**config.mk**
```make
export PLATFORM = sky130hd
export DESIGN_NAME = gpu_fill_engine
export DESIGN_NICKNAME = d
export VERILOG_FILES = /design/src/rtl/gpu_fill_engine.sv
export SDC_FILE = /design/constraint.sdc
export NUM_CORES = 1
export LEC_CHECK = 0
export ABC_AREA = 1
export CAP_MARGIN = 20
export CORE_UTILIZATION = 40
export CTS_BUF_LIST = sky130_fd_sc_hd__clkbuf_8
export DETAILED_ROUTE_END_ITERATION = 6
export DONT_BUFFER_PORTS = 1
export PLACE_DENSITY = 0.54
export SETUP_SLACK_MARGIN = 0.05
export SLEW_MARGIN = 20
export SYNTH_ARGS = -nofsm -noshare
export SYNTH_HDL_FRONTEND = slang
export SYNTH_SLANG_ARGS = --single-unit
```
**constraint.sdc**
```tcl
create_clock -name PIXEL_CLOCK -period 9.6 [get_ports PIXEL_CLOCK]
set_input_delay 1.44 -clock PIXEL_CLOCK [delete_from_list [all_inputs] [get_ports PIXEL_CLOCK]]
set_output_delay 1.44 -clock PIXEL_CLOCK [all_outputs]
set_load 0.01 [all_outputs]
```
**src/rtl/gpu_fill_engine.sv**
```systemverilog
// gpu_fill_engine: takes one draw command (pixel, rectangle fill or clear),
// clamps and orders its corners, then streams one framebuffer write per
// clock in raster order (x inner, y outer, both ascending).
module gpu_fill_engine #(
    parameter logic [7:0] FB_MAX_X = 8'd199,
    parameter logic [7:0] FB_MAX_Y = 8'd149
) (
    input  logic       PIXEL_CLOCK,
    input  logic       RESET,
    input  logic [1:0] CMD_OP,
    input  logic [7:0] CMD_X0,
    input  logic [7:0] CMD_Y0,
    input  logic [7:0] CMD_X1,
    input  logic [7:0] CMD_Y1,
    input  logic [2:0] CMD_COLOR,
    input  logic       CMD_VALID,
    output logic       CMD_READY,
    input  logic       ABORT,
    output logic [7:0] FB_X,
    output logic [7:0] FB_Y,
    output logic [2:0] FB_COLOR,
    output logic       FB_WRITE,
    output logic       BUSY,
    output logic       DONE
);

    typedef enum logic [1:0] {
        IDLE,
        SETUP,
        FILL
    } state_t;

    localparam logic [1:0] OP_PIXEL = 2'b00;
    localparam logic [1:0] OP_RECT  = 2'b01;
    localparam logic [1:0] OP_NOP   = 2'b11;

    state_t     state;
    state_t     state_next;

    logic [1:0] op_q;
    logic [7:0] x0_q;
    logic [7:0] y0_q;
    logic [7:0] x1_q;
    logic [7:0] y1_q;
    logic [2:0] color_q;

    logic [7:0] x_cnt;
    logic [7:0] y_cnt;
    logic       last_sent;

    logic [7:0] cx0;
    logic [7:0] cy0;
    logic [7:0] cx1;
    logic [7:0] cy1;
    logic [7:0] xmin;
    logic [7:0] xmax;
    logic [7:0] ymin;
    logic [7:0] ymax;
    logic       accept;

    assign CMD_READY = (state == IDLE);
    assign BUSY      = (state != IDLE);
    assign accept    = CMD_VALID && CMD_READY;

    // Clamp the captured corners to the framebuffer and derive the ordered
    // fill bounds; operands only change on acceptance, so these are stable
    // for the whole command.
    always_comb begin
        cx0  = (x0_q > FB_MAX_X) ? FB_MAX_X : x0_q;
        cy0  = (y0_q > FB_MAX_Y) ? FB_MAX_Y : y0_q;
        cx1  = (x1_q > FB_MAX_X) ? FB_MAX_X : x1_q;
        cy1  = (y1_q > FB_MAX_Y) ? FB_MAX_Y : y1_q;
        xmin = 8'd0;
        xmax = FB_MAX_X;
        ymin = 8'd0;
        ymax = FB_MAX_Y;
        case (op_q)
            OP_PIXEL: begin
                xmin = cx0;
                xmax = cx0;
                ymin = cy0;
                ymax = cy0;
            end
            OP_RECT: begin
                xmin = (cx0 < cx1) ? cx0 : cx1;
                xmax = (cx0 < cx1) ? cx1 : cx0;
                ymin = (cy0 < cy1) ? cy0 : cy1;
                ymax = (cy0 < cy1) ? cy1 : cy0;
            end
            default: begin
                xmin = 8'd0;
                xmax = FB_MAX_X;
                ymin = 8'd0;
                ymax = FB_MAX_Y;
            end
        endcase
    end

    // Next-state logic; a no-op command is accepted but never leaves IDLE.
    always_comb begin
        state_next = state;
        case (state)
            IDLE: begin
                if (accept && (CMD_OP != OP_NOP)) begin
                    state_next = SETUP;
                end
            end
            SETUP: begin
                state_next = ABORT ? IDLE : FILL;
            end
            FILL: begin
                if (ABORT || last_sent) begin
                    state_next = IDLE;
                end
            end
            default: state_next = IDLE;
        endcase
    end

    // State register.
    always_ff @(posedge PIXEL_CLOCK) begin
        if (RESET) begin
            state <= IDLE;
        end else begin
            state <= state_next;
        end
    end

    // Operand capture, raster counters and registered framebuffer outputs;
    // the cycle after the final write is spent in FILL to raise DONE.
    always_ff @(posedge PIXEL_CLOCK) begin
        if (RESET) begin
            op_q      <= 2'd0;
            x0_q      <= 8'd0;
            y0_q      <= 8'd0;
            x1_q      <= 8'd0;
            y1_q      <= 8'd0;
            color_q   <= 3'd0;
            x_cnt     <= 8'd0;
            y_cnt     <= 8'd0;
            last_sent <= 1'b0;
            FB_X      <= 8'd0;
            FB_Y      <= 8'd0;
            FB_COLOR  <= 3'd0;
            FB_WRITE  <= 1'b0;
            DONE      <= 1'b0;
        end else begin
            FB_WRITE <= 1'b0;
            DONE     <= 1'b0;
            case (state)
                IDLE: begin
                    if (accept) begin
                        op_q    <= CMD_OP;
                        x0_q    <= CMD_X0;
                        y0_q    <= CMD_Y0;
                        x1_q    <= CMD_X1;
                        y1_q    <= CMD_Y1;
                        color_q <= CMD_COLOR;
                        if (CMD_OP == OP_NOP) begin
                            DONE <= 1'b1;
                        end
                    end
                end
                SETUP: begin
                    if (!ABORT) begin
                        x_cnt     <= xmin;
                        y_cnt     <= ymin;
                        last_sent <= 1'b0;
                    end
                end
                FILL: begin
                    if (!ABORT) begin
                        if (last_sent) begin
                            DONE <= 1'b1;
                        end else begin
                            FB_X     <= x_cnt;
                            FB_Y     <= y_cnt;
                            FB_COLOR <= color_q;
                            FB_WRITE <= 1'b1;
                            if (x_cnt == xmax) begin
                                x_cnt <= xmin;
                                if (y_cnt == ymax) begin
                                    last_sent <= 1'b1;
                                end else begin
                                    y_cnt <= y_cnt + 8'd1;
                                end
                            end else begin
                                x_cnt <= x_cnt + 8'd1;
                            end
                        end
                    end
                end
                default: begin
                    last_sent <= 1'b0;
                end
            endcase
        end
    end

endmodule

```
==> reports/metrics.yaml <==
sta:
  fmax_mhz: 262
  finalSetupViolCount: 0
  hold_viol: 0
  rsz0062_at_grt: "false"
  fin_skew_ns: 0.0130
  worst_slack_ns: 5.79
  finalCritPeriodShare: 0.397
  slew_headroom: 0.319
  fin_setup_tns_ns: 0
  period_minus_slack_ns: 3.81
  tightest_slew_ns: 1.02
  drv_slew: 0
route:
  drt-total-wl_um: 13100
  antenna_left: 0
  firstDrtPassIters: 5
  drcViolationCount: 0
  wl_per_cell_um: 15.0
  dr_total_vias: 4642
  drtIter0Drc: 205
  via_per_inst: 5.33
critical_path:
  critical_path.most_common_cell: "nand2_1"
  worstPathMaxFanout: 16
  cpPeakStageDelay_ns: 0.55
  crit_type: "reg2reg"
  worstPathRequired_ns: 9.88
  cp-start-kind: "register"
  arrival_ns: 4.09
  cp_slowest_cell: "a211oi_2"
  end_kind: "register"
pwr:
  switchingPower_mw: 0.311
  pwr-share-clk: 0.315
  p_int_mw: 0.562
  total_leakage_power_nw: 2.30
  pwr_density_cell_nw_per_um2: 175
  swShare: 0.356
  pwr-share-seq: 0.409
  ir_worst_vdd_uv: 77.8
  p_comb_frac: 0.276
  p_total_mw: 0.874
yosys:
  synthTopCellsByArea: "dfxtp_1, nand2_1, o21ai_0"
  synthMuxAreaShare: 0
  syn-instance-count: 741
  synth_nets: 798
  yosysTopAreaCellShare: 0.325
  synth_cell_types: 34
  ys.flop_type: "dfxtp_1"
  yosys_warnings: 0
  yosys.area.top_type: "dfxtp_1"
  synth-edff-count: 0
  synth-simple-area-share: 0.312
  ys_seq_elements: 77
  synth_top_family_by_area: "simple AND/OR/NAND/NOR gates"
  synth_compound_area_frac: 0.209
  syn_area_per_cell_um2: 6.40
  synth_fa_ha_area_frac: 0.0422
  ys_seq_area_frac: 0.325
  syn-cell-area_um2: 4750
  async_reset_ff_frac: 0
  synth_xor_area_frac: 0.00923
cts:
  postCtsSetupRepairBufs: 0
  cts.path.max_buffers: 2
  clock-sinks: 77
  hold_buffers: 0
  insertion_delay_ns: 0.37
  cts_buffers: 9
  cts_root_buf: "clkbuf_8"
  htreeDepth: 3
  clkTransAtPathRegs_ns: 0.09
  cts_tree: "done"
  cts_resized: 0
flow_run:
  max_cap_violations: 0
final_layout:
  final_cell_mix: "nand2_1, nor2_1, o21ai_0"
  layout-drive-gt1-share: 0.0632
  antennaDiodeCount: 0
  area_growth_pct: 5.35
  layout_commonest_cell: "nand2_1"
  postLayoutCoreUtil: 0.436
  finalNetCount: 780
floorplanning:
  start_util: 0.414
  die_area_um2: 12300
  die-width_um: 111
  fp.dieH_um: 111
  core-area_um2: 11500
  rows: 39
  ios: 64
placed_design:
  place_congestion: 0.826
  pre_cts_slack_ns: 5.83
  dpl.hpwl_um: 9750
  portBuffers: 0
global_routing:
  grt-ovfl-total: 0
  grt_usage: 0.224
  antenna_found_initial: 0
  grt_pass1_vias: 4669
  grt_max_degree: 72
  grt_pass1_wl_um: 22000
hold_path:
  hp-class: "reg2reg"
outcome:
  status: "finished clean"
[cell type report]
type / count / area (µm²)
clock buffer: 9 / 124
tap: 143 / 179
multi-input combinational: 548 / 2720
timing repair buffer: 4 / 30.0
clock inverter: 7 / 91.3
inverter: 83 / 312
fill: 1249 / 6470
sequential: 77 / 1540
[final timing paths]
path / startpoint / to / slack, ns / cells past startpoint
worst max-delay path: y0_q[3] / y_cnt[0] / 5.79 / 25
worst max register to register: y0_q[3] / y_cnt[0] / 5.79 / 25
worst min register to register: color_q[0] / color_q[0] / 0.45 / 2
worst min-delay path: color_q[0] / color_q[0] / 0.45 / 2
[cells by family after synthesis]
logic type / count (synthesis)
and+or+nand+nor: 346
AOI/OAI and AO/OA: 181
buffers and inverters: 116
DFF: 77
adders and majority gates: 16
xor gates and xnor gates: 5
[worst max-delay path: cells and delay by family (launching register included)]
kind                     cells  cell delay [ns]
buffers and inverters        3             0.26
AND/OR/NAND/NOR             19             2.26
flip-flops                   1             0.31
adder cells (fa/ha/maj)      1             0.20
AO/OA/AOI/OAI                2             0.70
[per-stage QoR]
stage	hold slack, ns	instance area (µm²)	instances
6_report	0.452	5000	871
5_1_grt	0.478	5000	871
4_1_cts	0.456	5000	871
3_5_place_dp	0.443	4780	855
3_3_place_gp	0.436	4780	855
2_1_floorplan	0.425	4750	741
[Yosys cell counts, types with 2 or more instances]
library cell,n
clkbuf_1,23
a21oi_4,3
o22ai_1,2
a31oi_1,2
inv_2,2
a211oi_2,2
xor2_1,4
inv_1,79
nand2_2,6
nand2_1,152
a32oi_1,2
nand2_4,6
a31o_2,2
a21oi_1,72
nor3_1,7
nor2_2,2
clkinv_1,2
buf_2,2
nor4_1,2
nand3_2,3
o31ai_1,2
nand3_1,69
ha_1,16
dfxtp_1,77
nor2_1,99
buf_4,2
o21ai_0,90
buf_6,5
[per-layer routing]
| metal | vias to the layer above | routed length [µm] | global-route usage |
|---|---|---|---|
| met5 | - | 0 | 0 |
| met4 | 0 | 503 | 0.119 |
| met3 | 30 | 364 | 0.0394 |
| met2 | 76 | 6570 | 0.404 |
| met1 | 2148 | 5640 | 0.248 |
| li1 | 2388 | - | - |
[registers in the layout, summed over array words and instances, names as in the netlist, 3 cells and up]
| signal | count |
|---|---|
| FB_X | 8 |
| FB_Y | 8 |
| x0_q | 8 |
| x1_q | 8 |
| x_cnt | 8 |
| y0_q | 8 |
| y1_q | 8 |
| y_cnt | 8 |
| FB_COLOR | 3 |
| color_q | 3 |
[power groups by stage]
stage	registers, mW	clock network, mW	logic (mW)
final	0.357	0.275	0.241
after global routing	0.360	0.293	0.278
after CTS	0.357	0.284	0.241
after detailed placement	0.365	0	0.240
after global placement	0.364	0	0.235
after floorplan	0.358	0	0.200
Note: power is estimated with default switching activity, not from simulation.
